[config.mk]
export PLATFORM = sky130hd
export DESIGN_NAME = pipelined_adder_nbit
export DESIGN_NICKNAME = d
export VERILOG_FILES = /design/src/rtl/pipelined_adder_nbit_pkg.sv /design/src/rtl/pipelined_adder_nbit_chunk.sv /design/src/rtl/pipelined_adder_nbit.sv
export SDC_FILE = /design/constraint.sdc
export NUM_CORES = 1
export LEC_CHECK = 0
export ABC_AREA = 1
export BUFFER_PORTS_ARGS = -buffer_cell sky130_fd_sc_hd__buf_2
export CAP_MARGIN = 20
export CELL_PAD_IN_SITES_DETAIL_PLACEMENT = 1
export CELL_PAD_IN_SITES_GLOBAL_PLACEMENT = 2
export CORE_ASPECT_RATIO = 1.75
export CORE_MARGIN = 3
export CORE_UTILIZATION = 39
export CTS_BUF_LIST = sky130_fd_sc_hd__clkbuf_8
export DETAILED_ROUTE_END_ITERATION = 12
export HOLD_SLACK_MARGIN = 0.06
export PLACE_DENSITY = 0.88
export SLEW_MARGIN = 5
export SYNTH_ARGS = -nofsm -noshare
export SYNTH_HDL_FRONTEND = slang
export SYNTH_SLANG_ARGS = --single-unit
[constraint.sdc]
create_clock -name clk -period 8.5 [get_ports clk]
set_clock_uncertainty 0.05 [all_clocks]
set_input_delay 0.425 -clock clk [delete_from_list [all_inputs] [get_ports clk]]
set_output_delay 0.425 -clock clk [all_outputs]
set_load 0.02 [all_outputs]
[src/rtl/pipelined_adder_nbit_pkg.sv]
// Shared constants and parameter helpers for pipelined_adder_nbit and its users.
package pipelined_adder_nbit_pkg;

  localparam int unsigned DEFAULT_WIDTH  = 32;
  localparam int unsigned DEFAULT_STAGES = 4;

  function automatic bit stages_legal(input int unsigned width, input int unsigned stages);
    return (stages != 0) && ((width % stages) == 0);
  endfunction

  function automatic int unsigned chunk_width(input int unsigned width, input int unsigned stages);
    return (stages == 0) ? width : width / stages;
  endfunction

endpackage

[src/rtl/pipelined_adder_nbit_chunk.sv]
// adder_chunk: combinational CHUNK-bit ripple adder; c_msb exists only with PIPELINED_ADDER_OVF_EN.
module adder_chunk #(
  parameter int unsigned CHUNK = 8
) (
  input  logic [CHUNK-1:0] a,
  input  logic [CHUNK-1:0] b,
  input  logic             cin,
  output logic [CHUNK-1:0] sum,
  output logic             cout
`ifdef PIPELINED_ADDER_OVF_EN
  ,
  output logic             c_msb
`endif
);

  logic carry;

  always_comb begin
    carry = cin;
    sum   = '0;
`ifdef PIPELINED_ADDER_OVF_EN
    c_msb = 1'b0;
`endif
    for (int unsigned i = 0; i < CHUNK; i++) begin
`ifdef PIPELINED_ADDER_OVF_EN
      if (i == CHUNK - 1) c_msb = carry;
`endif
      sum[i] = a[i] ^ b[i] ^ carry;
      carry  = (a[i] & b[i]) | (carry & (a[i] ^ b[i]));
    end
    cout = carry;
  end

endmodule

[src/rtl/pipelined_adder_nbit.sv]
// Pipelined WIDTH-bit adder, one CHUNK-bit slice of the carry chain per stage, valid/ready on both sides.
// Optional Overflow output enabled by PIPELINED_ADDER_OVF_EN.
module pipelined_adder_nbit
  import pipelined_adder_nbit_pkg::*;
#(
  parameter int unsigned WIDTH  = DEFAULT_WIDTH,
  parameter int unsigned STAGES = DEFAULT_STAGES
) (
  input  logic             clk,
  input  logic             rst_n,
  input  logic             in_valid,
  output logic             in_ready,
  input  logic [WIDTH-1:0] A,
  input  logic [WIDTH-1:0] B,
  input  logic             Cin,
  output logic             out_valid,
  input  logic             out_ready,
  output logic [WIDTH-1:0] Sum,
  output logic             Carry
`ifdef PIPELINED_ADDER_OVF_EN
  ,
  output logic             Overflow
`endif
);

  localparam int unsigned CHUNK = chunk_width(WIDTH, STAGES);

  if (!stages_legal(WIDTH, STAGES)) begin : g_illegal
    $error("pipelined_adder_nbit: STAGES must be nonzero and divide WIDTH");
  end

  logic [STAGES-1:0] v_q, c_q, v_d, c_d;
  logic [WIDTH-1:0]  a_q [STAGES];
  logic [WIDTH-1:0]  b_q [STAGES];
  logic [WIDTH-1:0]  s_q [STAGES];
  logic [WIDTH-1:0]  a_d [STAGES];
  logic [WIDTH-1:0]  b_d [STAGES];
  logic [WIDTH-1:0]  s_d [STAGES];
  logic [STAGES:0]   rdy;

  // A stage may load when it is empty or the stage after it is moving; this lets bubbles collapse.
  always_comb begin
    rdy[STAGES] = out_ready;
    for (int unsigned i = 0; i < STAGES; i++) begin
      rdy[STAGES-1-i] = !v_q[STAGES-1-i] || rdy[STAGES-i];
    end
  end

`ifdef PIPELINED_ADDER_OVF_EN
  logic ovf_d, ovf_q;
`endif

  for (genvar k = 0; k < STAGES; k++) begin : g_stage
    logic [WIDTH-1:0] a_in, b_in, s_in, s_nxt;
    logic [CHUNK-1:0] cs;
    logic             c_in, v_in, co;
`ifdef PIPELINED_ADDER_OVF_EN
    logic             msb;
`endif

    if (k == 0) begin : g_first
      assign a_in = A;
      assign b_in = B;
      assign s_in = '0;
      assign c_in = Cin;
      assign v_in = in_valid;
    end else begin : g_next
      assign a_in = a_q[k-1];
      assign b_in = b_q[k-1];
      assign s_in = s_q[k-1];
      assign c_in = c_q[k-1];
      assign v_in = v_q[k-1];
    end

    adder_chunk #(.CHUNK(CHUNK)) u_chunk (
      .a    (a_in[k*CHUNK +: CHUNK]),
      .b    (b_in[k*CHUNK +: CHUNK]),
      .cin  (c_in),
      .sum  (cs),
      .cout (co)
`ifdef PIPELINED_ADDER_OVF_EN
      ,
      .c_msb(msb)
`endif
    );

    always_comb begin
      s_nxt = s_in;
      s_nxt[k*CHUNK +: CHUNK] = cs;
    end

    assign v_d[k] = v_in;
    assign c_d[k] = co;
    assign a_d[k] = a_in;
    assign b_d[k] = b_in;
    assign s_d[k] = s_nxt;

`ifdef PIPELINED_ADDER_OVF_EN
    if (k == STAGES - 1) begin : g_ovf
      assign ovf_d = co ^ msb;
    end
`endif
  end

  always_ff @(posedge clk or negedge rst_n) begin
    if (!rst_n) begin
      v_q <= '0;
      c_q <= '0;
      for (int unsigned k = 0; k < STAGES; k++) begin
        a_q[k] <= '0;
        b_q[k] <= '0;
        s_q[k] <= '0;
      end
`ifdef PIPELINED_ADDER_OVF_EN
      ovf_q <= 1'b0;
`endif
    end else begin
      for (int unsigned k = 0; k < STAGES; k++) begin
        if (rdy[k]) begin
          v_q[k] <= v_d[k];
          if (v_d[k]) begin
            a_q[k] <= a_d[k];
            b_q[k] <= b_d[k];
            s_q[k] <= s_d[k];
            c_q[k] <= c_d[k];
          end
        end
      end
`ifdef PIPELINED_ADDER_OVF_EN
      if (rdy[STAGES-1] && v_d[STAGES-1]) ovf_q <= ovf_d;
`endif
    end
  end

  assign in_ready  = rdy[0];
  assign out_valid = v_q[STAGES-1];
  assign Sum       = s_q[STAGES-1];
  assign Carry     = c_q[STAGES-1];
`ifdef PIPELINED_ADDER_OVF_EN
  assign Overflow  = ovf_q;
`endif

endmodule

After elaboration in Yosys (flattened, before gate mapping)
Index checks and enable logic that the tools add are counted.
Storage, ports and cells
  ROM bits: 0
  latch bits: 0
  logic and storage cells: 190
  memory bits (writable): 0
  flip-flop bits (word level): 280
  output and inout port bits: 35
  memories: 0
Cells by class
  order comparisons: 0
  muxes and demuxes: 0
  bitwise logic cells: 160
  equality and inequality tests: 0
  reductions and logical operators: 12
  shifts and indexed selects: 0
  $mul: 0
  div/mod/pow operators: 0
  $add $sub $neg: 0
Operators with widths (count)
  $and 1x1->1: 64
  $xor 1x1->1: 64
  $or 1x1->1: 32
  $reduce_and 2->1: 4
  $logic_not 1->1: 4
  $logic_or 1x1->1: 4

Longest topological paths before layout
  depth after elaboration: 17
  gate-level depth with buffers: 14
  gate-level depth less buffers: 14

Cells and area by module
A second synthesis with hierarchy kept.
Unflattened totals
  cells, all modules: 867
  area, all modules: 8015.2 µm²
By module, submodules not included
  pipelined_adder_nbit: seq. area each 4604.4 µm², instances 1, cells an instance 795, area an instance 7224.4 µm²
  adder_chunk: seq. area each 0.0 µm², instances 4, cells an instance 18, area an instance 197.7 µm²

Worst setup path before layout
No wires, ideal clock.
  path type: input-to-reg
  from: in A[0]
  to: reg s_q (netlist bit g_stage[1].s_in[7])
  data arrival time: 3.588 ns
  stages: 14
  setup slack: 4.796 ns
  path buffers: 0
  setup time: 0.066 ns
  required time: 8.384 ns
  cell sequence: fa_1 inv_1 fa_1 inv_1 fa_1 fa_1 fa_1 fa_1 fa_1 inv_1 fa_1 inv_1 nand3_1 nand2_1
Between the ends
  longest elaborated chain between the ends: 16
  elaborated cells on any way between the ends: 17
  those cells by class: 17 x bitwise
RTL lines
  start, declared: RTL line pipelined_adder_nbit.sv:13  | input logic [WIDTH-1:0] A,
  $xor 1x1->1: RTL line pipelined_adder_nbit_chunk.sv:29  | carry = (a[i] & b[i]) | (carry & (a[i] ^ b[i]));
  $and 1x1->1: RTL line pipelined_adder_nbit_chunk.sv:29
  $or 1x1->1 *: RTL line pipelined_adder_nbit_chunk.sv:29
  $and 1x1->1 *: RTL line pipelined_adder_nbit_chunk.sv:29
  $or 1x1->1 *: RTL line pipelined_adder_nbit_chunk.sv:29
  $and 1x1->1 *: RTL line pipelined_adder_nbit_chunk.sv:29
  $or 1x1->1 *: RTL line pipelined_adder_nbit_chunk.sv:29
  $and 1x1->1 *: RTL line pipelined_adder_nbit_chunk.sv:29
  $or 1x1->1 *: RTL line pipelined_adder_nbit_chunk.sv:29
  $and 1x1->1 *: RTL line pipelined_adder_nbit_chunk.sv:29
  $or 1x1->1 *: RTL line pipelined_adder_nbit_chunk.sv:29
  $and 1x1->1 *: RTL line pipelined_adder_nbit_chunk.sv:29
  $or 1x1->1 *: RTL line pipelined_adder_nbit_chunk.sv:29
  $and 1x1->1 *: RTL line pipelined_adder_nbit_chunk.sv:29
  $or 1x1->1 *: RTL line pipelined_adder_nbit_chunk.sv:29
  $xor 1x1->1 *: RTL line pipelined_adder_nbit_chunk.sv:28  | sum[i] = a[i] ^ b[i] ^ carry;
  end signal, assigned by index: RTL line pipelined_adder_nbit.sv:124  | s_q[k] <= s_d[k];
  end, declared: RTL line pipelined_adder_nbit.sv:35  | logic [WIDTH-1:0] s_q [STAGES];
Every way passes the cells marked *; elsewhere a longest branch is shown, timed or not.
A chain may end at the register's enable or synchronous reset.

Worst setup path in the final report
  from: reg a_q (netlist bit g_stage[1].a_in[8])
  to: reg s_q (netlist bit g_stage[2].s_in[15])
Between the ends
  longest elaborated chain between the ends: 16
  elaborated cells on any way between the ends: 17
  those cells by class: 17 x bitwise
RTL lines
  start, declared: RTL line pipelined_adder_nbit.sv:33  | logic [WIDTH-1:0] a_q [STAGES];
  start signal, assigned by index: RTL line pipelined_adder_nbit.sv:122  | a_q[k] <= a_d[k];
  $xor 1x1->1: RTL line pipelined_adder_nbit_chunk.sv:29
  $and 1x1->1: RTL line pipelined_adder_nbit_chunk.sv:29
  $or 1x1->1 *: RTL line pipelined_adder_nbit_chunk.sv:29
  $and 1x1->1 *: RTL line pipelined_adder_nbit_chunk.sv:29
  $or 1x1->1 *: RTL line pipelined_adder_nbit_chunk.sv:29
  $and 1x1->1 *: RTL line pipelined_adder_nbit_chunk.sv:29
  $or 1x1->1 *: RTL line pipelined_adder_nbit_chunk.sv:29
  $and 1x1->1 *: RTL line pipelined_adder_nbit_chunk.sv:29
  $or 1x1->1 *: RTL line pipelined_adder_nbit_chunk.sv:29
  $and 1x1->1 *: RTL line pipelined_adder_nbit_chunk.sv:29
  $or 1x1->1 *: RTL line pipelined_adder_nbit_chunk.sv:29
  $and 1x1->1 *: RTL line pipelined_adder_nbit_chunk.sv:29
  $or 1x1->1 *: RTL line pipelined_adder_nbit_chunk.sv:29
  $and 1x1->1 *: RTL line pipelined_adder_nbit_chunk.sv:29
  $or 1x1->1 *: RTL line pipelined_adder_nbit_chunk.sv:29
  $xor 1x1->1 *: RTL line pipelined_adder_nbit_chunk.sv:28
Marked as above.

==> out/metrics.cfg <==
[clocking]
clkSinkCount = 184
cts_resized = 0
root_buffer = clkbuf_8
postCtsSetupBuffers = 0
clk_pin_slew_ns = 0.10
clk_path_buf_depth = 2
tritoncts = done
h-tree-depth = 4
insertion_delay_ns = 0.46
cts_made_buffers = 17

[job]
drv_cap = 0

[finish]
num_antenna_cells = 0
regArea_mm2 = 0.00460
syn_to_final_growth_pct = 13.4
multi_input_area_mm2 = 0.00293
final_layout_size_suffix_gt1_share_pct = 15.9
fin_util_pct = 45.4
fill_cells = 2370
fin_cells = 1177
nNetsFinal = 1020

[synth]
synth_top_cell_by_area = dfrtp_1
synth_flop_cell = dfrtp_1
netlist_area_mm2 = 0.00794
yosys_warnings = 0
syn_area_per_cell_um2 = 9.41
synth_seq_cells = 184
synth_edf_count = 0
synth_cell_types = 16
netlist_instances = 843
ys_top_cells_by_area = dfrtp_1 (58%), nand2_1 (16%), nand3_1 (11%), fa_1 (8.1%), inv_1 (1.6%)
async_flop_share_pct = 100
synth.most_common_cell = nand2_1
synth_top_area_share_pct = 58.0
synth_commonest_cells = nand2_1 (347), dfrtp_1 (184), nand3_1 (168)
synth_nets = 944
ys_seq_area_share_pct = 58.0

[placed_design]
routabilityCongestion = 0.745
dp_hpwl_um = 12100
numPortBuffers = 103
dp_slack_ns = 4.47
place_inst = 1143

[timing]
drv_slew = 0
rsz0062_at_grt = no
fin_crit_sh_pct = 46.5
setup_viol = 0
hold_slack_ns = 0.138
slew_headroom_pct = 35.4
fmax_mhz = 253
setup_slack_ns = 4.55
min_period_ns = 3.95
hold_viol = 0
totalNegativeSetupSlack_ns = 0
worstMarginPinSlew_ns = 0.965

[setup_path]
path_class = flip-flop to flip-flop
critPathRequiredTime_ns = 8.80
arrival_ns = 4.26
critPathCaptureType = flip-flop
critPathMaxFanout = 2
startpoint = g_stage[1].a_in[8]
cp-start-kind = flip-flop
timing.rr.start = g_stage[1].a_in[8]

[power]
p_leak_uw = 0.00488
max-vdd-ir-drop_mv = 0.118
combPwrFrac_pct = 31.8
netSwitchingPower_uw = 1070
p_int_uw = 1800
p_per_area_mw_per_mm2 = 319
seqPwrFrac_pct = 46.5
power_frac_clock_pct = 21.7
switching_share_pct = 37.4

[drt]
num_vias = 5671
dr.pass1.iters = 4
post-route-drc-count = 0
wl_per_cell_um = 14.3
drtIter0Drc = 193
via_per_inst = 4.82
antenna_left = 0
routed_wl_um = 16900

[floorplan]
die_area_mm2 = 0.0222
die_w_um = 114
core_mm2 = 0.0198
pin_count = 104
start_util_pct = 40.0
rows = 68
die_h_um = 195

[grt]
grt_pass1_vias = 6111
grt.total_usage_pct = 16.3
overflow = 0
grt_pass1_wl_um = 29700
grt_max_degree = 75
antenna_found_initial = 0

[hold_path]
hold_class = input port to flip-flop
min_from = B[19]

[run_status]
status = completed

==> routing by layer <==
| metal | wire [µm] | vias up | global-route usage [%] | share of wire, % |
|---|---|---|---|---|
| met1 | 7420 | 2752 | 21.3 | 44 |
| li1 | - | 2811 | - | - |
| met4 | 232 | 0 | 4.89 | 1.4 |
| met2 | 8630 | 90 | 27.5 | 51 |
| met3 | 585 | 18 | 3.08 | 3.5 |
| met5 | 0 | - | 0 | 0 |
==> through the flow <==
step	total power [µW]	instance area (µm²)
2_1_floorplan	2000	7940
3_3_place_gp	2240	8540
3_5_place_dp	2300	8540
4_1_cts	2930	8980
5_1_grt	3130	9000
6_report	2870	9000
==> state kept, by name (all words and copies together) (netlist names) <==
register and flops:
Sum 32, c_q 4, g_stage.a_in 48, g_stage.b_in 48, g_stage.s_in 48, v_q 4
==> path summary, 6_finish.rpt <==
kind | to | slack (ns) | cells past startpoint
worst max-delay path | g_stage[2].s_in[15] | 4.55 | 12
worst min-delay path | g_stage[1].b_in[19] | 0.14 | 3
worst max register to register | g_stage[2].s_in[15] | 4.55 | 12
worst min register to register | Sum[2] | 0.42 | 2
max in group asynchronous | g_stage[2].b_in[28] | 6.00 | 4
min in group asynchronous | Sum[11] | 0.49 | 2
==> power groups by stage <==
stage	sequential (µW)	clock [µW]	combinational, µW
after floorplan	1400	0	597
after global placement	1340	0	899
after detailed placement	1360	0	939
after CTS	1340	643	941
after global routing	1380	681	1070
final	1340	623	913
==> cells by family after synthesis <==
kind of cell / synth area share, %
flops: 58.0
buf+inv: 5.08
compound gates: 0.820
simple gates: 28.0
fa+ha+maj: 8.07
==> cells in the final DEF (no fill, tap or decap), drive strengths merged <==
cell	instances
nand2	352
o21ai	9
clkbuf	19
clkinvlp	2
clkinv	2
nand4	1
inv	39
fa	32
dfrtp	184
nor2	5
dlygate4sd3	1
bufinv	3
nand3	168
a21oi	4
buf	111
==> area by class of cell <==
| cell class | count | area share, % |
|---|---|---|
| Clock buffer | 19 | 2.91 |
| Clock inverter | 13 | 1.86 |
| Inverter | 33 | 1.38 |
| Multi-Input combinational cell | 571 | 32.5 |
| Sequential cell | 184 | 51.2 |
| Tap cell | 245 | 3.41 |
| Timing Repair Buffer | 112 | 6.72 |
==> worst max-delay path, cell delays in order, from the launching register on <==
cell,delay (ns)
dfrtp_1,0.41
fa_1,0.42
inv_1,0.08
fa_1,0.18
inv_1,0.05
fa_1,0.38
fa_1,0.41
fa_1,0.41
fa_1,0.41
fa_1,0.38
inv_1,0.09
fa_1,0.42
o21ai_0,0.16
==> timing repair <==
action,in CTS,in global routing
endpoints found under the setup margin,0,0
hold endpoints to repair,73,0
hold buffers,1,0
No activity file was read; power rests on OpenSTA's default activity.
